File: config.mk
export PLATFORM = sky130hd
export DESIGN_NAME = collision_detector
export DESIGN_NICKNAME = d
export VERILOG_FILES = /design/src/rtl/collision_pkg.sv /design/src/rtl/frame_overlap_latch.sv /design/src/rtl/collision_detector.sv
export SDC_FILE = /design/constraint.sdc
export NUM_CORES = 1
export LEC_CHECK = 0
export CORE_AREA = 2 2 41 59
export CTS_BUF_LIST = sky130_fd_sc_hd__clkbuf_8
export DETAILED_ROUTE_END_ITERATION = 12
export DIE_AREA = 0 0 43 61
export PLACE_DENSITY = 0.83
export SLEW_MARGIN = 20
export SYNTH_ARGS = -nofsm -noshare
export SYNTH_HDL_FRONTEND = slang
export SYNTH_SLANG_ARGS = --single-unit
File: constraint.sdc
create_clock -name clk -period 3.1 [get_ports clk]
set_input_delay 0.62 -clock clk [delete_from_list [all_inputs] [get_ports clk]]
set_output_delay 0.62 -clock clk [all_outputs]
set_load 0.1 [all_outputs]
File: src/rtl/collision_pkg.sv
// Shared types and helpers for the collision detector.
// The optional hit statistics counter is enabled by the COLLISION_STATS_EN macro in collision_detector.
package collision_pkg;

   typedef enum logic [1:0] {ARMED, FIRE, HOLDOFF} arrow_st_t;
   typedef enum logic [1:0] {ALIVE, INVULN, DEAD} player_st_t;

   localparam int LIVES_W = 3;

   // Lives never wrap below zero.
   function automatic logic [LIVES_W-1:0] sat_dec(input logic [LIVES_W-1:0] v);
      return (v == '0) ? v : v - LIVES_W'(1);
   endfunction

endpackage

File: src/rtl/frame_overlap_latch.sv
// Per-frame overlap flag: sets when both requests cover a pixel, restarts on startOfFrame.
// The consumer samples ov_o in the startOfFrame clk; an overlap in that clk seeds the new frame.
module frame_overlap_latch (
   input  logic clk,
   input  logic clr_i,
   input  logic sof_i,
   input  logic a_i,
   input  logic b_i,
   output logic ov_o
);

   logic ov_q;

   always_ff @(posedge clk) begin
      if (clr_i)
         ov_q <= 1'b0;
      else if (sof_i)
         ov_q <= a_i & b_i;
      else if (a_i & b_i)
         ov_q <= 1'b1;
   end

   assign ov_o = ov_q;

endmodule

File: src/rtl/collision_detector.sv
// Arrow/player vs bubble collision detection with arrowHit replay, holdoff and lives handling.
// Define COLLISION_STATS_EN to add the saturating hitCount output.
module collision_detector
   import collision_pkg::*;
#(
   parameter int HIT_HOLDOFF_FRAMES = 4,
   parameter int INVULN_FRAMES      = 60,
   parameter int START_LIVES        = 3
) (
   input  logic               clk,
   input  logic               reset,
   input  logic               startOfFrame,
   input  logic               newGame,
   input  logic               arrowDrawingRequest,
   input  logic               bubbleDrawingRequest,
   input  logic               playerDrawingRequest,
   output logic               arrowHit,
   output logic               arrowRetract,
   output logic               playerHit,
   output logic [LIVES_W-1:0] lives,
   output logic               gameOver
`ifdef COLLISION_STATS_EN
   ,
   output logic [15:0]        hitCount
`endif
);

   localparam int HW = (HIT_HOLDOFF_FRAMES > 0) ? $clog2(HIT_HOLDOFF_FRAMES + 1) : 1;
   localparam int IW = (INVULN_FRAMES > 0) ? $clog2(INVULN_FRAMES + 1) : 1;
   localparam logic [HW-1:0] HOLD_INIT = HW'((HIT_HOLDOFF_FRAMES > 0) ? HIT_HOLDOFF_FRAMES - 1 : 0);
   localparam logic [IW-1:0] INV_INIT  = IW'((INVULN_FRAMES > 0) ? INVULN_FRAMES - 1 : 0);

   logic clr;
   logic arrow_ov, player_ov;
   logic die_now, kill, fire_now;
   logic [LIVES_W-1:0] lives_d;

   arrow_st_t          ast_q;
   player_st_t         pst_q;
   logic [HW-1:0]      hcnt_q;
   logic [IW-1:0]      icnt_q;
   logic [LIVES_W-1:0] lives_q;
   logic               arrowHit_q, arrowRetract_q, playerHit_q, gameOver_q;

   assign clr = reset | newGame;

   frame_overlap_latch u_arrow_ov (
      .clk   (clk),
      .clr_i (clr),
      .sof_i (startOfFrame),
      .a_i   (arrowDrawingRequest),
      .b_i   (bubbleDrawingRequest),
      .ov_o  (arrow_ov)
   );

   frame_overlap_latch u_player_ov (
      .clk   (clk),
      .clr_i (clr),
      .sof_i (startOfFrame),
      .a_i   (playerDrawingRequest),
      .b_i   (bubbleDrawingRequest),
      .ov_o  (player_ov)
   );

   // Death in this frame boundary also suppresses an arrow hit accepted at the same boundary.
   always_comb begin
      lives_d  = sat_dec(lives_q);
      die_now  = startOfFrame && (pst_q == ALIVE) && player_ov && (lives_d == '0);
      kill     = (pst_q == DEAD) || die_now;
      fire_now = startOfFrame && (ast_q == ARMED) && arrow_ov && !kill;
   end

   always_ff @(posedge clk) begin
      if (clr) begin
         pst_q       <= ALIVE;
         icnt_q      <= '0;
         lives_q     <= LIVES_W'(START_LIVES);
         playerHit_q <= 1'b0;
         gameOver_q  <= 1'b0;
      end else begin
         playerHit_q <= 1'b0;
         if (startOfFrame) begin
            case (pst_q)
               ALIVE: if (player_ov) begin
                  lives_q     <= lives_d;
                  playerHit_q <= 1'b1;
                  if (lives_d == '0) begin
                     pst_q      <= DEAD;
                     gameOver_q <= 1'b1;
                  end else if (INVULN_FRAMES > 0) begin
                     pst_q  <= INVULN;
                     icnt_q <= INV_INIT;
                  end
               end
               INVULN: if ((icnt_q == '0) || (icnt_q == IW'(1))) begin
                  pst_q  <= ALIVE;
                  icnt_q <= '0;
               end else begin
                  icnt_q <= icnt_q - IW'(1);
               end
               default: pst_q <= pst_q;
            endcase
         end
      end
   end

   always_ff @(posedge clk) begin
      if (clr || kill) begin
         ast_q          <= ARMED;
         hcnt_q         <= '0;
         arrowHit_q     <= 1'b0;
         arrowRetract_q <= 1'b0;
      end else begin
         arrowRetract_q <= 1'b0;
         if (startOfFrame) begin
            case (ast_q)
               ARMED: if (fire_now) begin
                  ast_q          <= FIRE;
                  arrowHit_q     <= 1'b1;
                  arrowRetract_q <= 1'b1;
               end
               FIRE: begin
                  arrowHit_q <= 1'b0;
                  if (HIT_HOLDOFF_FRAMES > 0) begin
                     ast_q  <= HOLDOFF;
                     hcnt_q <= HOLD_INIT;
                  end else begin
                     ast_q <= ARMED;
                  end
               end
               HOLDOFF: if ((hcnt_q == '0) || (hcnt_q == HW'(1))) begin
                  ast_q  <= ARMED;
                  hcnt_q <= '0;
               end else begin
                  hcnt_q <= hcnt_q - HW'(1);
               end
               default: begin
                  ast_q      <= ARMED;
                  arrowHit_q <= 1'b0;
               end
            endcase
         end
      end
   end

`ifdef COLLISION_STATS_EN
   logic [15:0] hitCount_q;

   always_ff @(posedge clk) begin
      if (clr)
         hitCount_q <= '0;
      else if (fire_now && (hitCount_q != 16'hFFFF))
         hitCount_q <= hitCount_q + 16'd1;
   end

   assign hitCount = hitCount_q;
`endif

   assign arrowHit     = arrowHit_q;
   assign arrowRetract = arrowRetract_q;
   assign playerHit    = playerHit_q;
   assign lives        = lives_q;
   assign gameOver     = gameOver_q;

endmodule

==> key figures <==
Power and ir drop
  – Combinational power share: 6.4%
  – Sw Share: 20.0%
  – Int Pwr: 0.000473 W
  – Max rail drop VDD: 0.302 mV
  – P_sw: 0.000118 W
  – Sequential power share: 48.5%
  – Leak: 0.548 nW
  – Clock power share: 45.0%
  – Pwr Density: 415 mW/mm2

Synth
  – Asr flop ratio synth: 0%
  – Synth Flop Type: dfxtp_1
  – Post-synthesis compound-gate area fraction: 18.5%
  – Multiplexer share of the synthesized area: 3.25%
  – Simple-Gate Fraction of Synth Area: 21.7%
  – Number of synthesized flops with an enable pin: 0
  – Seq/Total Area, Yosys: 35.7%
  – Post-Synth XOR/XNOR Area: 0.711%
  – Largest family of logic cells by synthesized area: simple AND/OR/NAND/NOR gates
  – #FFs+latches synth: 22
  – Syn Inst Count: 135
  – Avg Cell Area, Syn: 9.13 um2
  – Post-synthesis adder-cell area fraction: 13.2%
  – Unique cell type count in the Yosys netlist: 39
  – Post-Syn Area: 0.00123 mm2
  – Syn_nets: 155
  – Yosys warns: 0

Drt
  – Initial DRC Count: 25
  – Router iterations before antenna repair: 4
  – # DRC: 0
  – Via/cell ratio: 5.65
  – Total Wirelength: 2.31 mm
  – Drt wl/cell: 13.6 um
  – Routed vias: 960
  – Antenna Nets Post-Route: 0

Die
  – Core area: 0.00210 mm2
  – Die area: 0.00262 mm2
  – Chip width: 43 um
  – Initial core utilization: 58.6%
  – # IOs: 14
  – Std-Cell Rows: 20
  – Overall die height: 61 um

Timing
  – Fin crit share: 69.9%
  – Setup_tns: 0 ps
  – Min Tclk post-route: 2170 ps
  – Final Setup Violations: 0
  – Worst rel slew slack: 69.2%
  – Worst setup margin: 934 ps
  – Peak Freq: 0.462 GHz
  – Hold WS: 460 ps
  – Least-Margin Pin Slew: 461 ps
  – Skew final: 11.6 ps
  – Final Hold Fails: 0
  – RSZ-0062 raised after global routing: no
  – Fin. max-slew vios: 0

Outcome
  – Status: finished, final reports clean

Setup path
  – Largest stage delay, worst path: 640 ps
  – CP Max Fanout: 11
  – Crit path launch type: input pin
  – Family with the most delay on the worst path: simple AND/OR/NAND/NOR gates
  – CP max-delay cell: clkdlybuf4s50_1
  – Worst setup EP type: flop
  – Worst EP required: 3240 ps
  – Crit path cell chain: clkdlybuf4s50_1, nand3b_1, nor4_1, mux2i_1, a21oi_1
  – Crit path DAT: 2310 ps
  – CP Buf/Inv Count: 1
  – Worst Path Class, Setup: in2reg

Cells and area
  – Nets: 169
  – Layout cell share with drive strength beyond 1: 13.5%
  – Multi-input logic area: 707 um2
  – Most frequent cells in the layout: dfxtp_1 (22), inv_1 (18), nor2_1 (15), ha_1 (13), a21oi_1 (9)
  – Layout Utilization: 67.9%
  – Register Area: 440 um2
  – Number of fill cells in the layout: 165
  – Most common cell after layout, fill and taps aside: dfxtp_1
  – Area grow syn2layout: 15.7%
  – Antenna cells: 0

CTS
  – Post-CTS Setup Bufs: 0
  – # H-tree levels: 1
  – TritonCTS Buffers: 3
  – CTS clk-pin slew, worst paths: 90 ps
  – Clock Sinks: 22
  – CTS Buffer Depth: 2
  – Later-pin clock latency in the skew report: 260 ps
  – Post-cts repair resize count: 0
  – TritonCTS clock tree: done
  – CTS Root Cell: clkbuf_8
  – Hold buffers post-CTS: 0

Global route
  – First-pass GRT wire length: 4.09 mm
  – Global route overflow: 0
  – Initial antenna violation count: 0
  – Overall routing resource usage: 20.2%
  – Pin count of the biggest net entering global routing: 14
  – Vias in the first global route: 1005

Placed design
  – GPL Wtd Cong: 0.777
  – Final HPWL DP: 1.78 mm
  – Place WS: 693 ps
  – Port Buffers: 13

Run
  – Max Cap Viol: 0

Min path
  – Hold crit path type: reg2reg
## flip-flops by register name (all words and copies together), names as in the netlist
signal,count
icnt_q,6
hcnt_q,3
lives,3
ast_q,2
pst_q,2
arrowHit,1
arrowRetract,1
gameOver,1
playerHit,1
u_arrow_ov.ov_o,1
u_player_ov.ov_o,1
## power by group through the flow
stage | logic, W | clock network [W] | registers (W)
detailed placement | 0.0000379 | 0 | 0.000294
finish | 0.0000380 | 0.000267 | 0.000287
global route | 0.0000415 | 0.000278 | 0.000288
floorplan | 0.0000202 | 0 | 0.000297
CTS | 0.0000382 | 0.000266 | 0.000287
global placement | 0.0000364 | 0 | 0.000294
## routing by layer
layer  vias to the layer above  global-route usage, %  share of wire, %  wire length (um)
met4                         0                   6.49               1.2                27
met1                       449                   21.1                43               996
met2                        10                   40.9                53              1230
li1                        497                      -                 -                 -
met5                         -                      0                 0                 0
met3                         4                   2.68               2.4                56
## cell type report
type | count | area share (%)
tap | 22 | 1.93
clock buffer | 3 | 2.89
clock inverter | 1 | 2.11
timing repair buffer | 13 | 7.89
multi-input combinational | 91 | 49.6
sequential | 22 | 30.9
inverter | 18 | 4.74
## Yosys cell counts, types with 2 or more instances
cell,count,area (um2)
a211oi_1,2,15.0
mux2i_1,4,40.0
a22oi_1,2,15.0
a311oi_1,2,17.5
a31oi_1,2,12.5
nor3_1,6,30.0
ha_1,13,163
clkbuf_1,2,7.51
o21bai_1,2,15.0
nor2_1,15,56.3
o21ai_0,2,10.0
dfxtp_1,22,440
nand2_1,4,15.0
nand3_1,3,15.0
a21oi_1,9,45.0
nand2b_1,2,12.5
nor4_1,3,18.8
inv_1,18,67.6
or4_1,2,15.0
## worst register-to-register path, delay by kind of cell (launching register included)
kind / cells / cell delay, ps
flip-flops: 1 / 430
adder cells (fa/ha/maj): 2 / 470
buffers and inverters: 2 / 160
AND/OR/NAND/NOR: 3 / 540
AO/OA/AOI/OAI: 1 / 450
## metrics by stage
stage               std cells  power [W]  cell area, um2
floorplan                 135   0.000317            1230
global placement          166   0.000330            1360
detailed placement        166   0.000332            1360
CTS                       170   0.000591            1430
global route              170   0.000607            1430
finish                    170   0.000592            1430
## kinds of logic (layout without fill, tap and decap cells)
| kind of cell | after synthesis | in the layout |
|---|---|---|
| AO/OA/AOI/OAI | 28 | 28 |
| XOR/XNOR | 1 | 1 |
| adder cells (fa/ha/maj) | 13 | 13 |
| buffers and inverters | 22 | 35 |
| flip-flops | 22 | 22 |
| multiplexers | 4 | 4 |
| AND/OR/NAND/NOR | 45 | 45 |
## final timing paths
path                          from                endpoint  slack (ps)  depth (start not counted)
min reg2reg  gameOver$_SDFFE_PP0P_   gameOver$_SDFFE_PP0P_         460                          2
max                   startOfFrame  icnt_q[4]$_SDFFE_PP0P_         930                          5
max reg2reg  lives[0]$_SDFFE_PP1N_  icnt_q[3]$_SDFFE_PP0P_         980                          8
min          gameOver$_SDFFE_PP0P_   gameOver$_SDFFE_PP0P_         460                          2
Power figures use the tool's default switching activity.
